`src/rtl/kbd_pkg.sv`:
```
// rtl/kbd_pkg.sv - shared event layout, hotkey codes and focus encodings
package kbd_pkg;

  localparam int EV_W = 16;

  localparam int EV_BIT_ASCII = 15;
  localparam int EV_BIT_E0    = 14;
  localparam int EV_BIT_SHIFT = 13;
  localparam int EV_BIT_CTRL  = 12;
  localparam int EV_BIT_ALT   = 11;
  localparam int EV_CODE_MSB  = 7;
  localparam int EV_CODE_LSB  = 0;

  localparam logic [7:0] HOTKEY_F1 = 8'h05;
  localparam logic [7:0] HOTKEY_F2 = 8'h06;

  localparam logic FOCUS_TERM = 1'b0;
  localparam logic FOCUS_CPU  = 1'b1;

  typedef struct packed {
    logic       is_ascii;
    logic       is_e0;
    logic       shift;
    logic       ctrl;
    logic       alt;
    logic [2:0] rsvd;
    logic [7:0] code;
  } kbd_event_t;

  // ASCII wins over raw scan codes; an E0 code wins over the plain one.
  function automatic kbd_event_t pack_event(
    input logic       is_ascii,
    input logic [7:0] ascii,
    input logic [7:0] sc,
    input logic [7:0] sc_e0,
    input logic       shift,
    input logic       ctrl,
    input logic       alt
  );
    kbd_event_t ev;
    ev.is_ascii = is_ascii;
    ev.is_e0    = (sc_e0 != 8'h00);
    ev.shift    = shift;
    ev.ctrl     = ctrl;
    ev.alt      = alt;
    ev.rsvd     = 3'b000;
    if (is_ascii)
      ev.code = ascii;
    else if (sc_e0 != 8'h00)
      ev.code = sc_e0;
    else
      ev.code = sc;
    return ev;
  endfunction

endpackage

```
`src/rtl/kbd_event_fifo.sv`:
```
// rtl/kbd_event_fifo.sv - circular event buffer with push/pop/flush
module kbd_event_fifo #(
  parameter  int DEPTH = 8,
  parameter  int WIDTH = 16,
  localparam int AW    = $clog2(DEPTH)
) (
  input  logic             clk,
  input  logic             clrn,
  input  logic             push,
  input  logic             pop,
  input  logic             flush,
  input  logic [WIDTH-1:0] wdata,
  output logic [WIDTH-1:0] rdata,
  output logic [AW:0]      count,
  output logic             full,
  output logic             empty
);

  logic [WIDTH-1:0] mem [DEPTH];
  logic [AW-1:0]    wr_ptr;
  logic [AW-1:0]    rd_ptr;
  logic             do_push;
  logic             do_pop;

  assign full    = (count == (AW+1)'(DEPTH));
  assign empty   = (count == '0);
  assign do_pop  = pop && !empty;
  assign do_push = push && (!full || do_pop);

  always_ff @(posedge clk) begin
    if (!clrn || flush) begin
      wr_ptr <= '0;
      rd_ptr <= '0;
      count  <= '0;
    end else begin
      if (do_push)
        wr_ptr <= wr_ptr + AW'(1);
      if (do_pop)
        rd_ptr <= rd_ptr + AW'(1);
      case ({do_push, do_pop})
        2'b10:   count <= count + (AW+1)'(1);
        2'b01:   count <= count - (AW+1)'(1);
        default: count <= count;
      endcase
    end
  end

  // Storage needs no reset: nothing is visible until count says so.
  always_ff @(posedge clk) begin
    if (clrn && !flush && do_push)
      mem[wr_ptr] <= wdata;
  end

  assign rdata = empty ? '0 : mem[rd_ptr];

endmodule

```
`src/rtl/kbd_event_arbiter.sv`:
```
// rtl/kbd_event_arbiter.sv - keyboard event queue steered to terminal or CPU
module kbd_event_arbiter
  import kbd_pkg::*;
#(
  parameter  int DEPTH = 8,
  localparam int AW    = $clog2(DEPTH)
) (
  input  logic          clk,
  input  logic          clrn,
  input  logic          newKey,
  input  logic [7:0]    scanCode,
  input  logic [7:0]    scanCode_E0,
  input  logic [7:0]    ASCII,
  input  logic          isASCIIkey,
  input  logic          shift,
  input  logic          ctrl,
  input  logic          alt,
  output logic [15:0]   ev_data,
  output logic          ev_valid0,
  input  logic          ev_ready0,
  output logic          ev_valid1,
  input  logic          ev_ready1,
  output logic          focus,
  output logic [AW:0]   count,
  output logic          overflow,
  input  logic          clear_ovf
);

  kbd_event_t ev_word;
  logic       hot_f1;
  logic       hot_f2;
  logic       hotkey;
  logic       valid_focus;
  logic       ready_focus;
  logic       pop;
  logic       push;
  logic       drop;
  logic       fifo_full;
  logic       fifo_empty;

  assign ev_word = pack_event(isASCIIkey, ASCII, scanCode, scanCode_E0,
                              shift, ctrl, alt);

  assign hot_f1 = newKey && ctrl && alt && (scanCode == HOTKEY_F1);
  assign hot_f2 = newKey && ctrl && alt && (scanCode == HOTKEY_F2);
  assign hotkey = hot_f1 || hot_f2;

  // Only the focused consumer's ready can retire the head event.
  assign valid_focus = !fifo_empty;
  assign ready_focus = (focus == FOCUS_CPU) ? ev_ready1 : ev_ready0;
  assign pop         = valid_focus && ready_focus;

  assign push = newKey && !hotkey && (!fifo_full || pop);
  assign drop = newKey && !hotkey && fifo_full && !pop;

  kbd_event_fifo #(
    .DEPTH (DEPTH),
    .WIDTH (EV_W)
  ) u_fifo (
    .clk   (clk),
    .clrn  (clrn),
    .push  (push),
    .pop   (pop),
    .flush (hotkey),
    .wdata (ev_word),
    .rdata (ev_data),
    .count (count),
    .full  (fifo_full),
    .empty (fifo_empty)
  );

  always_ff @(posedge clk) begin
    if (!clrn)
      focus <= FOCUS_TERM;
    else if (hot_f1)
      focus <= FOCUS_TERM;
    else if (hot_f2)
      focus <= FOCUS_CPU;
  end

  // A drop in the same cycle as clear_ovf must leave the flag set.
  always_ff @(posedge clk) begin
    if (!clrn)
      overflow <= 1'b0;
    else if (drop)
      overflow <= 1'b1;
    else if (clear_ovf)
      overflow <= 1'b0;
  end

  assign ev_valid0 = valid_focus && (focus == FOCUS_TERM);
  assign ev_valid1 = valid_focus && (focus == FOCUS_CPU);

endmodule
```
`config.mk`:
```
export PLATFORM = sky130hd
export DESIGN_NAME = kbd_event_arbiter
export DESIGN_NICKNAME = d
export VERILOG_FILES = /design/src/rtl/kbd_pkg.sv /design/src/rtl/kbd_event_fifo.sv /design/src/rtl/kbd_event_arbiter.sv
export SDC_FILE = /design/constraint.sdc
export NUM_CORES = 1
export LEC_CHECK = 0
export CAP_MARGIN = 20
export CORE_MARGIN = 10
export CORE_UTILIZATION = 55
export DETAILED_ROUTE_END_ITERATION = 8
export GPL_ROUTABILITY_DRIVEN = 0
export PLACE_DENSITY_LB_ADDON = 0.08
export SLEW_MARGIN = 20
export SYNTH_ARGS = -nofsm -noshare
export SYNTH_HDL_FRONTEND = slang
export SYNTH_SLANG_ARGS = --single-unit
```
`constraint.sdc`:
```
create_clock -name clk -period 4.5 [get_ports clk]
set_clock_uncertainty 0.1 [all_clocks]
set_input_delay 0.675 -clock clk [delete_from_list [all_inputs] [get_ports clk]]
set_output_delay 0.675 -clock clk [all_outputs]
set_load 0.02 [all_outputs]
```
==> flow_metrics.env <==
export IMPL_synth_top_area_share_pct=62.2
export IMPL_clock_latency_ns=0.51
export IMPL_start_util_pct=57.0
export IMPL_num_fill_cells=555
export IMPL_syn_inst=291
export IMPL_first_global_vias=3004
export IMPL_crit_arrival_ns=2.80
export IMPL_power_total_mw=3.59
export IMPL_yosysUniqueCellTypes=44
export IMPL_vias=2842
export IMPL_worst_setup_path_start_kind="flip-flop"
export IMPL_wl_per_cell_um=22.1
export IMPL_dr_pass1_iters=4
export IMPL_avgViaCountPerCell=5.86
export IMPL_cap_violations=0
export IMPL_crit_fanout=16
export IMPL_hold_violations=0
export IMPL_post_cts_buffers=0
export IMPL_cp_required_ns=3.72
export IMPL_syn_cell_area_um2=5020
export IMPL_p_per_area_nw_per_um2=569
export IMPL_postSynthAreaPerCell_um2=17.3
export IMPL_fp_dieArea_um2=13400
export IMPL_synth_edf_count=104
export IMPL_antenna_found_initial=0
export IMPL_peakVddDrop_uv=356
export IMPL_end_kind="output pin"
export IMPL_fp_dieW_um=116
export IMPL_p_leak_nw=2.08
export IMPL_cts_tree="done"
export IMPL_slowest_delay_ns=0.70
export IMPL_grt_max_degree=27
export IMPL_yosysSeqAreaShare_pct=68.1
export IMPL_ctsHoldBuffers=0
export IMPL_drtIter0Drc=190
export IMPL_cts_sinks=119
export IMPL_fp_row_count=34
export IMPL_num_antenna_cells=0
export IMPL_worstSetupPathType="reg2out"
export IMPL_max_slew_margin_pct=36.5
export IMPL_tightest_slew_ns=0.951
export IMPL_setup_viol=0
export IMPL_tns_ns=0
export IMPL_cts_resized=0
export IMPL_synth_area_leaders="edfxtp_1, mux4_2, dfxtp_1, mux2i_1, nor2_1"
export IMPL_cts_root_buf="clkbuf_8"
export IMPL_htreeDepth=4
export IMPL_crit_family="buffers and inverters"
export IMPL_rsz0062_at_grt="no"
export IMPL_dp_slack_ns=1.18
export IMPL_drive_gt1_share_pct=22.8
export IMPL_ioPinCount=58
export IMPL_critical_path_cell_chain="buf_4 -> mux4_2 -> mux2i_1 -> nor2_1 -> clkdlybuf4s50_1"
export IMPL_synthToLayoutAreaGrowth_pct=25.6
export IMPL_gr_total_overflow=0
export IMPL_grt_pass1_wl_mm=16.6
export IMPL_core_area_um2=8810
export IMPL_yosys_warnings=0
export IMPL_synth_seq_cells=119
export IMPL_place_hpwl_mm=7.05
export IMPL_fmax_mhz=280
export IMPL_async_flop_share_pct=0
export IMPL_cts_buffers=17
export IMPL_cts_buffer_depth=2
export IMPL_setup_ws_ns=0.929
export IMPL_fin_crit_sh_pct=79.3
export IMPL_fp_dieH_um=116
export IMPL_io_buffer_count=54
export IMPL_finish_net_count=404
export IMPL_period_minus_slack_ns=3.57
export IMPL_clk_pin_slew_worst_paths_ns=0.06
export IMPL_grt_use_total_pct=16.9
export IMPL_design_area_um2=6310
export IMPL_slowest_stage="dfxtp_2"
export IMPL_ys_flop_type="edfxtp_1"
export IMPL_cp_num_buf_inv=2
export IMPL_status="finished, final reports clean"
export IMPL_final_max_slew_viol_count=0
export IMPL_drc_errors=0
export IMPL_ant_nets=0
export IMPL_min_path_type="reg2reg"
export IMPL_place_area_um2=5720
export IMPL_yosysTopAreaCell="edfxtp_1"
export IMPL_wirelength_mm=10.7
power by group:
part	internal [mW]	switching, mW	leakage (nW)	total [mW]
Clock	0.846	0.485	0.272	1.33
Combinational	0.452	0.472	0.739	0.924
Sequential	1.25	0.0808	1.07	1.33
Total	2.55	1.04	2.08	3.59
kinds of logic after synthesis:
| kind of cell | after synthesis | share of synthesized area [%] |
|---|---|---|
| flops | 119 | 68.1 |
| simple gates | 69 | 8.42 |
| mux | 41 | 14.7 |
| compound gates | 29 | 3.49 |
| buf+inv | 19 | 2.29 |
| xor+xnor | 7 | 1.22 |
| fa+ha+maj | 6 | 1.64 |
| other cells | 1 | 0.0746 |
metrics by stage:
stage                     util, %  std cells  hold WS (ns)
after detailed placement     64.9        453         0.393
after global placement       64.9        453         0.390
final                        71.7        485         0.395
after CTS                    71.7        485         0.401
after floorplan                 -        293         0.368
after global routing         71.7        485         0.431
path summary, 6_finish.rpt:
check	from	end	slack (ns)	depth (start not counted)
worst max-delay path	flip-flop	ev_data[15]	0.93	5
worst min-delay path	overflow	overflow	0.40	2
worst max register to register	u_fifo.count[1]	u_fifo.count[3]	1.46	9
worst min register to register	overflow	overflow	0.40	2
layout by cell type, fill, tap and decap left out, types with 3 or more instances in the layout:
cell type | netlist | final
nand2b_1 | 3 | 3
xor2_1 | 3 | 3
nand2_1 | 13 | 13
inv_1 | 5 | 5
inv_6 | 0 | 3
buf_4 | 4 | 12
dfxtp_1 | 15 | 14
a21oi_1 | 14 | 14
edfxtp_1 | 104 | 104
clkinvlp_4 | 0 | 5
ha_1 | 5 | 5
mux2i_1 | 14 | 14
o21ai_1 | 8 | 8
nor2_1 | 29 | 29
clkdlybuf4s50_1 | 0 | 54
mux4_2 | 26 | 26
bufinv_16 | 0 | 3
nor3_2 | 1 | 4
conb_1 | 1 | 3
xnor2_1 | 4 | 4
clkbuf_16 | 0 | 16
synth_stat cells, drive strengths merged (2+ instances only):
cell and count:
edfxtp 104, nand2b 3, o21ai 9, nor4b 2, nor3 4, nor2b 2, mux2i 15, nor2 31
nor4 2, mux4 26, nand4 4, xnor2 4, nand2 13, nand3 3, or4 2, inv 5
ha 5, dfxtp 15, a21boi 2, a21oi 14, xor2 3, clkbuf 3, buf 11
flip-flops by register name (all words and copies together), names as in the netlist, named ones only:
| register | flops |
|---|---|
| u_fifo.wr_ptr | 3 |
| u_fifo.mem | 104 |
| focus | 1 |
| overflow | 1 |
| u_fifo.count | 4 |
| u_fifo.rd_ptr | 3 |
metal layers:
layer | vias up | wire (µm) | track usage (%) | share of wire, %
met1 | 1438 | 4620 | 20.9 | 43
met4 | 0 | 119 | 6.42 | 1.1
met3 | 13 | 826 | 6.25 | 7.7
li1 | 1285 | - | - | -
met5 | - | 0 | 0 | 0
met2 | 106 | 5140 | 26.7 | 48
worst register-to-register path, delay by kind of cell, from the launching register on:
kind | cells | cell delay [ns]
flip-flops | 1 | 0.40
AO/OA/AOI/OAI | 4 | 0.70
buffers and inverters | 1 | 0.33
adder cells (fa/ha/maj) | 2 | 0.64
AND/OR/NAND/NOR | 2 | 0.80
layout make-up:
type / instances / area, µm² / share of cell area (%)
clock buffer: 18 / 418 / 6.62
clock inverter: 14 / 175 / 2.78
inverter: 5 / 18.8 / 0.297
multi-input combinational: 155 / 1510 / 23.9
sequential: 119 / 3420 / 54.3
tap: 108 / 135 / 2.14
timing repair buffer: 66 / 631 / 9.99
Power figures use the tool's default switching activity.
